`src/rtl/oddr_tx_pkg.sv`:
```
// Shared definitions for the ODDR transmit serializer: pair width and FSM state encoding.
package oddr_tx_pkg;

    localparam int unsigned PAIR_W = 2;

    typedef enum logic [1:0] {
        ST_IDLE  = 2'd0,
        ST_LEAD  = 2'd1,
        ST_SHIFT = 2'd2,
        ST_TAIL  = 2'd3
    } tx_state_e;

endpackage

```
`src/rtl/oddr_tx_hold.sv`:
```
// One-entry holding register: captures a parallel word on load, releases it on take.
module oddr_tx_hold #(
    parameter int unsigned DATA_WIDTH = 8
) (
    input  logic                  clk,
    input  logic                  rst,
    input  logic                  i_load,
    input  logic [DATA_WIDTH-1:0] i_data,
    input  logic                  i_take,
    output logic [DATA_WIDTH-1:0] o_data,
    output logic                  o_valid
);

    logic [DATA_WIDTH-1:0] r_data;
    logic                  r_valid;

    // load only happens while empty and take only while full, so they never coincide
    always_ff @(posedge clk or negedge rst) begin
        if (!rst) begin
            r_data  <= '0;
            r_valid <= 1'b0;
        end else if (i_load) begin
            r_data  <= i_data;
            r_valid <= 1'b1;
        end else if (i_take) begin
            r_valid <= 1'b0;
        end
    end

    assign o_data  = r_data;
    assign o_valid = r_valid;

endmodule

```
`src/rtl/oddr_tx_serializer.sv`:
```
// Serializes parallel words into bit pairs for an O_DDR cell, framing each burst with
// a lead cycle and an output-enable tail for the tristate buffer.
module oddr_tx_serializer
    import oddr_tx_pkg::*;
#(
    parameter int unsigned          DATA_WIDTH = 8,
    parameter logic [PAIR_W-1:0]    IDLE_PAIR  = 2'b00,
    parameter int unsigned          OE_TAIL    = 1
) (
    input  logic                  clk,
    input  logic                  rst,
    input  logic [DATA_WIDTH-1:0] in_data,
    input  logic                  in_valid,
    output logic                  in_ready,
    output logic [PAIR_W-1:0]     ddr_d,
    output logic                  ddr_en,
    output logic                  buf_oe,
    output logic                  busy,
    output logic                  burst_done
);

    localparam int unsigned NUM_PAIRS = DATA_WIDTH / PAIR_W;
    localparam int unsigned PCNT_W    = $clog2(NUM_PAIRS);
    localparam int unsigned TCNT_W    = $clog2(OE_TAIL + 1);

    localparam logic [PCNT_W-1:0] PCNT_LAST = PCNT_W'(NUM_PAIRS - 1);
    localparam logic [TCNT_W-1:0] TCNT_LOAD = TCNT_W'(OE_TAIL);
    localparam logic [TCNT_W-1:0] TCNT_ONE  = TCNT_W'(1);

    tx_state_e             r_state;
    tx_state_e             w_state_d;
    logic [DATA_WIDTH-1:0] r_shift;
    logic [DATA_WIDTH-1:0] w_shift_d;
    logic [PCNT_W-1:0]     r_pair_cnt;
    logic [PCNT_W-1:0]     w_pair_cnt_d;
    logic [TCNT_W-1:0]     r_tail_cnt;
    logic [TCNT_W-1:0]     w_tail_cnt_d;

    logic [PAIR_W-1:0]     r_ddr_d;
    logic                  r_ddr_en;
    logic                  r_buf_oe;
    logic                  r_busy;
    logic                  r_burst_done;

    logic                  w_load;
    logic                  w_take;
    logic [DATA_WIDTH-1:0] w_hold_data;
    logic                  w_hold_valid;

    assign in_ready = !w_hold_valid;
    assign w_load   = in_valid && in_ready;

    oddr_tx_hold #(
        .DATA_WIDTH (DATA_WIDTH)
    ) u_hold (
        .clk     (clk),
        .rst     (rst),
        .i_load  (w_load),
        .i_data  (in_data),
        .i_take  (w_take),
        .o_data  (w_hold_data),
        .o_valid (w_hold_valid)
    );

    always_comb begin
        w_state_d    = r_state;
        w_shift_d    = r_shift;
        w_pair_cnt_d = r_pair_cnt;
        w_tail_cnt_d = r_tail_cnt;
        w_take       = 1'b0;
        unique case (r_state)
            ST_IDLE: begin
                if (w_hold_valid) begin
                    w_state_d = ST_LEAD;
                end
            end
            ST_LEAD: begin
                w_state_d    = ST_SHIFT;
                w_shift_d    = w_hold_data;
                w_pair_cnt_d = '0;
                w_take       = 1'b1;
            end
            ST_SHIFT: begin
                if (r_pair_cnt == PCNT_LAST) begin
                    w_pair_cnt_d = '0;
                    if (w_hold_valid) begin
                        // next word follows the last pair with no gap
                        w_shift_d = w_hold_data;
                        w_take    = 1'b1;
                    end else begin
                        w_state_d    = ST_TAIL;
                        w_tail_cnt_d = TCNT_LOAD;
                    end
                end else begin
                    w_shift_d    = r_shift >> PAIR_W;
                    w_pair_cnt_d = r_pair_cnt + 1'b1;
                end
            end
            ST_TAIL: begin
                if (w_hold_valid) begin
                    // buffer is still driven, so resume shifting without a lead cycle
                    w_state_d    = ST_SHIFT;
                    w_shift_d    = w_hold_data;
                    w_pair_cnt_d = '0;
                    w_tail_cnt_d = '0;
                    w_take       = 1'b1;
                end else if (r_tail_cnt == TCNT_ONE) begin
                    w_state_d    = ST_IDLE;
                    w_tail_cnt_d = '0;
                end else begin
                    w_tail_cnt_d = r_tail_cnt - 1'b1;
                end
            end
            default: begin
                w_state_d = ST_IDLE;
            end
        endcase
    end

    // outputs are registered from next-state values so they line up with r_state
    always_ff @(posedge clk or negedge rst) begin
        if (!rst) begin
            r_state      <= ST_IDLE;
            r_shift      <= '0;
            r_pair_cnt   <= '0;
            r_tail_cnt   <= '0;
            r_ddr_d      <= IDLE_PAIR;
            r_ddr_en     <= 1'b0;
            r_buf_oe     <= 1'b0;
            r_busy       <= 1'b0;
            r_burst_done <= 1'b0;
        end else begin
            r_state      <= w_state_d;
            r_shift      <= w_shift_d;
            r_pair_cnt   <= w_pair_cnt_d;
            r_tail_cnt   <= w_tail_cnt_d;
            r_ddr_d      <= (w_state_d == ST_SHIFT) ? w_shift_d[PAIR_W-1:0] : IDLE_PAIR;
            r_ddr_en     <= (w_state_d != ST_IDLE);
            r_buf_oe     <= (w_state_d != ST_IDLE);
            r_busy       <= (w_state_d != ST_IDLE);
            r_burst_done <= (r_state == ST_TAIL) && (w_state_d == ST_IDLE);
        end
    end

    assign ddr_d      = r_ddr_d;
    assign ddr_en     = r_ddr_en;
    assign buf_oe     = r_buf_oe;
    assign busy       = r_busy;
    assign burst_done = r_burst_done;

endmodule
```
`config.mk`:
```
export PLATFORM = sky130hd
export DESIGN_NAME = oddr_tx_serializer
export DESIGN_NICKNAME = d
export VERILOG_FILES = /design/src/rtl/oddr_tx_pkg.sv /design/src/rtl/oddr_tx_hold.sv /design/src/rtl/oddr_tx_serializer.sv
export SDC_FILE = /design/constraint.sdc
export NUM_CORES = 1
export LEC_CHECK = 0
export CORE_MARGIN = 1.5
export CORE_UTILIZATION = 50
export DETAILED_ROUTE_END_ITERATION = 7
export GPL_TIMING_DRIVEN = 0
export PLACE_DENSITY_LB_ADDON = 0.25
export SLEW_MARGIN = 20
export SYNTH_ARGS = -nofsm -noshare
export SYNTH_HDL_FRONTEND = slang
export SYNTH_SLANG_ARGS = --single-unit
```
`constraint.sdc`:
```
create_clock -name clk -period 3.3 [get_ports clk]
set_input_delay 0.66 -clock clk [delete_from_list [all_inputs] [get_ports clk]]
set_output_delay 0.66 -clock clk [all_outputs]
set_load 0.02 [all_outputs]
```
# Yosys cells after proc, flatten, opt, wreduce, memory -nomap -nowiden

Index checks and enable logic that the tools add are counted.

Add/subtract/negate cells: 2
Multipliers: 0
Divide/modulo/power cells: 0
Magnitude comparators: 0
Equal/unequal tests: 8
Shift operators: 0
Muxes and demuxes: 23
Bitwise logic cells: 0
Reduce and logical (&&, ||, !) cells: 11

Operator list:

| kind                  | count |
|---|---|
| $pmux W8 S3           | 1 |
| $mux W2               | 8 |
| $mux W8               | 2 |
| $eq A2 B2 Y1 const B  | 4 |
| $mux W1               | 8 |
| $pmux W2 S4           | 1 |
| $pmux W2 S3           | 1 |
| $reduce_bool A2 Y1    | 3 |
| $logic_not A2 Y1      | 2 |
| $ne A2 B2 Y1 const B  | 2 |
| $pmux W1 S3           | 1 |
| $reduce_and A3 Y1     | 1 |
| $reduce_bool A3 Y1    | 1 |
| $add A2 B1 Y2 const B | 1 |
| $eq A2 B1 Y1 const B  | 1 |
| $logic_and A1 B1 Y1   | 2 |
| $ne A2 B1 Y1 const B  | 1 |
| $pmux W1 S2           | 1 |
| $reduce_and A2 Y1     | 1 |
| $logic_not A1 Y1      | 1 |
| $sub A1 B1 Y1 const B | 1 |

Register bits: 26
Latch bits: 0
RAM bits: 0
Bits in read-only memories: 0
Input bits: 11
Output and inout port bits: 7
Memories kept: 0

# Longest topological paths before layout

Depth in word-level cells: 5
Mapped depth: 5
Gate-level depth less buffers: 4

# Cells and area by module

Synthesis repeated with hierarchy kept, for this count alone.

Cell total of the unflattened synthesis: 120
Area total of the unflattened synthesis: 1315.0 µm²

Modules (own cells, without submodules):

| module             | instances | cells an instance | area each (µm²) |
|---|---|---|---|
| oddr_tx_serializer | 1         | 100               | 945.9 |
| oddr_tx_hold       | 1         | 20                | 369.1 |

# Worst setup path after synthesis

Ideal clock, no wire load.

Path kind: reg2reg
Start: reg r_pair_cnt[0]
End: reg r_shift[4]
Library setup time: 0.126 ns
Arrival: 1.345 ns
Setup slack: 1.829 ns
Cell stages (with the launch flop): 6
Buffers on the path: 1
Cell sequence: dfrtp_1 > ha_1 > buf_2 > a21o_1 > and3_1 > a221o_1

Longest elaborated chain between the ends: 3

RTL lines:

| element                  | line                      | source |
|---|---|---|
| start: declaration       | oddr_tx_serializer.sv:34  | `logic [PCNT_W-1:0] r_pair_cnt;` |
| start signal: assignment | oddr_tx_serializer.sv:135 | `r_pair_cnt <= w_pair_cnt_d;` |
| $eq A2 B2 Y1             | oddr_tx_serializer.sv:84  | `if (r_pair_cnt == PCNT_LAST) begin` |
| $mux W8                  | oddr_tx_serializer.sv:84  |  |
| $pmux W8 S3              | oddr_tx_serializer.sv:71  | `unique case (r_state)` |
| end signal: assignment   | oddr_tx_serializer.sv:134 | `r_shift <= w_shift_d;` |
| end: declaration         | oddr_tx_serializer.sv:32  | `logic [DATA_WIDTH-1:0] r_shift;` |

No other way between the ends.
A chain may end at the register's enable or synchronous reset.

# Final worst setup path

Start: reg u_hold.r_valid, in the netlist u_hold.o_valid
End: out in_ready

Longest elaborated chain between the ends: 1

RTL lines:

| element                  | line                     | source |
|---|---|---|
| start: declaration       | oddr_tx_hold.sv:15       | `logic r_valid;` |
| start signal: assignment | oddr_tx_hold.sv:21       | `r_valid <= 1'b0;` |
| start signal: assignment | oddr_tx_hold.sv:24       | `r_valid <= 1'b1;` |
| start signal: assignment | oddr_tx_hold.sv:26       | `r_valid <= 1'b0;` |
| $logic_not A1 Y1         | oddr_tx_serializer.sv:50 | `assign in_ready = !w_hold_valid;` |
| end: declaration         | oddr_tx_serializer.sv:14 | `output logic in_ready,` |

No other way between the ends.

==> flow_summary.ini <==
[status]
status = complete, no violations

[pwr]
p_per_area_mw_per_mm2 = 945.3
total_leakage_power_nw = 0.5956
peakVddDrop_v = 0.0005861

[hold_path]
hold_path.class = input pin to async pin

[grt]
grt_use_met2 = 0.2838
grt.overflow.total = 0
antenna_found_initial = 0
grt_max_degree = 25
busiest_layer = met2
grt_pass1_wl_um = 3332
gr-usage-met3 = 0.04601
gr-usage-met1 = 0.2343
grt_pass1_vias = 740
gr-usage-all-layers = 0.1812

[placement]
gp_congestion = 0.7924
place_ws_ps = 1350
hpwl_um = 1398
io_buffers = 17

[cells_and_area]
num_antenna_cells = 0
layout_commonest_cell = dfrtp_1
layout_common_cells = 24 x dfrtp_1, 16 x clkdlybuf4s50_1, 8 x mux2_1
nets = 120
area_growth_pct = 21.86
final_layout_size_suffix_gt1_frac = 0.1682

[sta]
setup_ws_ps = 1005
fin_skew_ps = 5.991
tns_ps = 0
finalHoldViolCount = 0
max_freq_ghz = 0.4358
fin_crit_sh = 0.6954
rsz0062_at_grt = no
relSlewSlack = 0.6578
worstMarginPinSlew_ps = 513.3
period_minus_slack_ps = 2295
drv_slew = 0
setup_viol = 0

[synthesis]
synth_seq_area_share = 0.5581
synth_warnings = 0
synth_nets = 98
yosys-top-cells-area = dfrtp_1 56%, mux2_1 8.4%, a22o_1 2.4%
syn_avg_cell_area_sq_um = 12.51
ys_types = 31
yosys.area.top_type = dfrtp_1
syn_inst = 86
synth-seq-cells = 24
synth_top_area_share = 0.5581
syn_area_sq_mm = 0.001076

[worst_setup_path]
timing.rr.end = r_shift[5]
cp_slowest_cell = clkdlybuf4s50_1
arrival_ps = 1630
crit_type = flip-flop to primary output
r2r_cells = 5
crit_chain = inv_1 > clkdlybuf4s50_1
r2r_start = r_pair_cnt[0]
cp_max_fo = 7
slowest_delay_ps = 630
critPathRequiredTime_ps = 2640
end_kind = primary output
cp-start-kind = flip-flop
r2r_slack_ps = 1710

[cts]
cts_buffer_depth = 2
cts-root-buf = clkbuf_4
cts.clk_slew.worst_paths_ps = 130
clk_latency_ps = 330
cts_resized = 0
cts_tree = built
cts_buffers = 3
htreeDepth = 1
post_cts_buffers = 0
cts_hold_repair.buffers = 0
clock_sink_count = 24

[detailed_routing]
dr.pass1.iters = 4
drtAntennaViolNets = 0
wl_per_cell_um = 14.51
routed_wl_um = 1945
vias_per_cell = 5.590
drc = 0
drtIter0Drc = 11
vias = 749

[floorplanning]
fp.dieW_um = 49.39
die_area_sq_mm = 0.002439
core_sq_mm = 0.002002
pin_count = 18
fp.dieH_um = 49.39
core.rowCount = 16
start_util = 0.5375

[flow_run]
cap_violations = 0
==> synthesized netlist by cell type <==
library cell,instances
a22o_1,3
nand3b_1,1
a32oi_1,2
a32o_1,2
dfrtp_1,24
o22ai_2,1
buf_6,1
ha_1,1
and3_1,2
nor2_2,1
nand3_1,3
o21bai_1,1
a31oi_1,1
or2_1,1
buf_4,2
nor3b_2,1
o21a_1,1
o21ai_1,2
buf_2,4
mux2_1,8
nor2b_1,2
a21o_1,3
o21ai_0,2
nand2b_4,1
a31o_1,1
o31ai_1,2
nand2_1,2
nor2_1,4
a221o_1,2
and3_4,2
inv_1,3
==> flip-flops by register name, indices dropped and copies added (netlist names) <==
| register | count |
|---|---|
| r_tail_cnt | 1 |
| u_hold.o_valid | 1 |
| r_state | 2 |
| burst_done | 1 |
| busy | 1 |
| ddr_d | 2 |
| u_hold.o_data | 8 |
| r_shift | 6 |
| r_pair_cnt | 2 |
==> layer usage <==
layer  wire [um]  vias to the layer above
met5           0                        -
met4          27                        0
met3          82                        3
met2         920                       17
met1         913                      373
li1            -                      356
==> per-stage QoR <==
step | std cells | area (sq um) | utilization | hold slack [ps] | power, mW
2_1_floorplan | 86 | 1076 | - | 364.4 | 0.9112
3_3_place_gp | 130 | 1280 | 0.6394 | 470.5 | 1.054
3_5_place_dp | 130 | 1280 | 0.6394 | 475.8 | 1.087
4_1_cts | 134 | 1316 | 0.6575 | 505.2 | 1.238
5_1_grt | 134 | 1311 | 0.6550 | 314.9 | 1.323
6_report | 134 | 1311 | 0.6550 | 282.3 | 1.240
==> power by group <==
part,switching (mW),internal [mW]
clock network,0.0912,0.0676
registers,0.0979,0.422
logic,0.272,0.288
total,0.461,0.778
==> logic make-up after synthesis <==
logic type | count (synthesis) | synth area share
multiplexers | 8 | 0.08372
AO/OA/AOI/OAI | 23 | 0.1709
flip-flops | 24 | 0.5581
adder cells (fa/ha/maj) | 1 | 0.01163
buffers and inverters | 10 | 0.05348
AND/OR/NAND/NOR | 20 | 0.1221
==> critical path, delay by kind of cell (launching register included) <==
kind,cells,cell delay (ps)
buffers and inverters,2,830
flip-flops,1,480
==> final cells by class <==
cell class                 instances  area, sq um
sequential                        24        600.6
timing repair buffer              17        165.2
multi-input combinational         52        417.9
tap                               27        33.78
clock buffer                       4        36.28
buffer                             7        46.29
inverter                           3        11.26
fill                             159        690.7
==> how the worst max path moves through the flow <==
stage / start / endpoint / slack [ps] / cells after the start
5_1_grt: u_hold.o_valid / in_ready / 970 / 2
6_report: u_hold.o_valid / in_ready / 1010 / 2
2_1_floorplan: r_pair_cnt[0] / r_shift[4] / 1830 / 5
4_1_cts: u_hold.o_valid / in_ready / 1030 / 2
3_3_place_gp: rst / u_hold.o_data[5] / 1360 / 1
3_5_place_dp: rst / u_hold.o_data[5] / 1350 / 1
No activity file was read; power rests on OpenSTA's default activity.
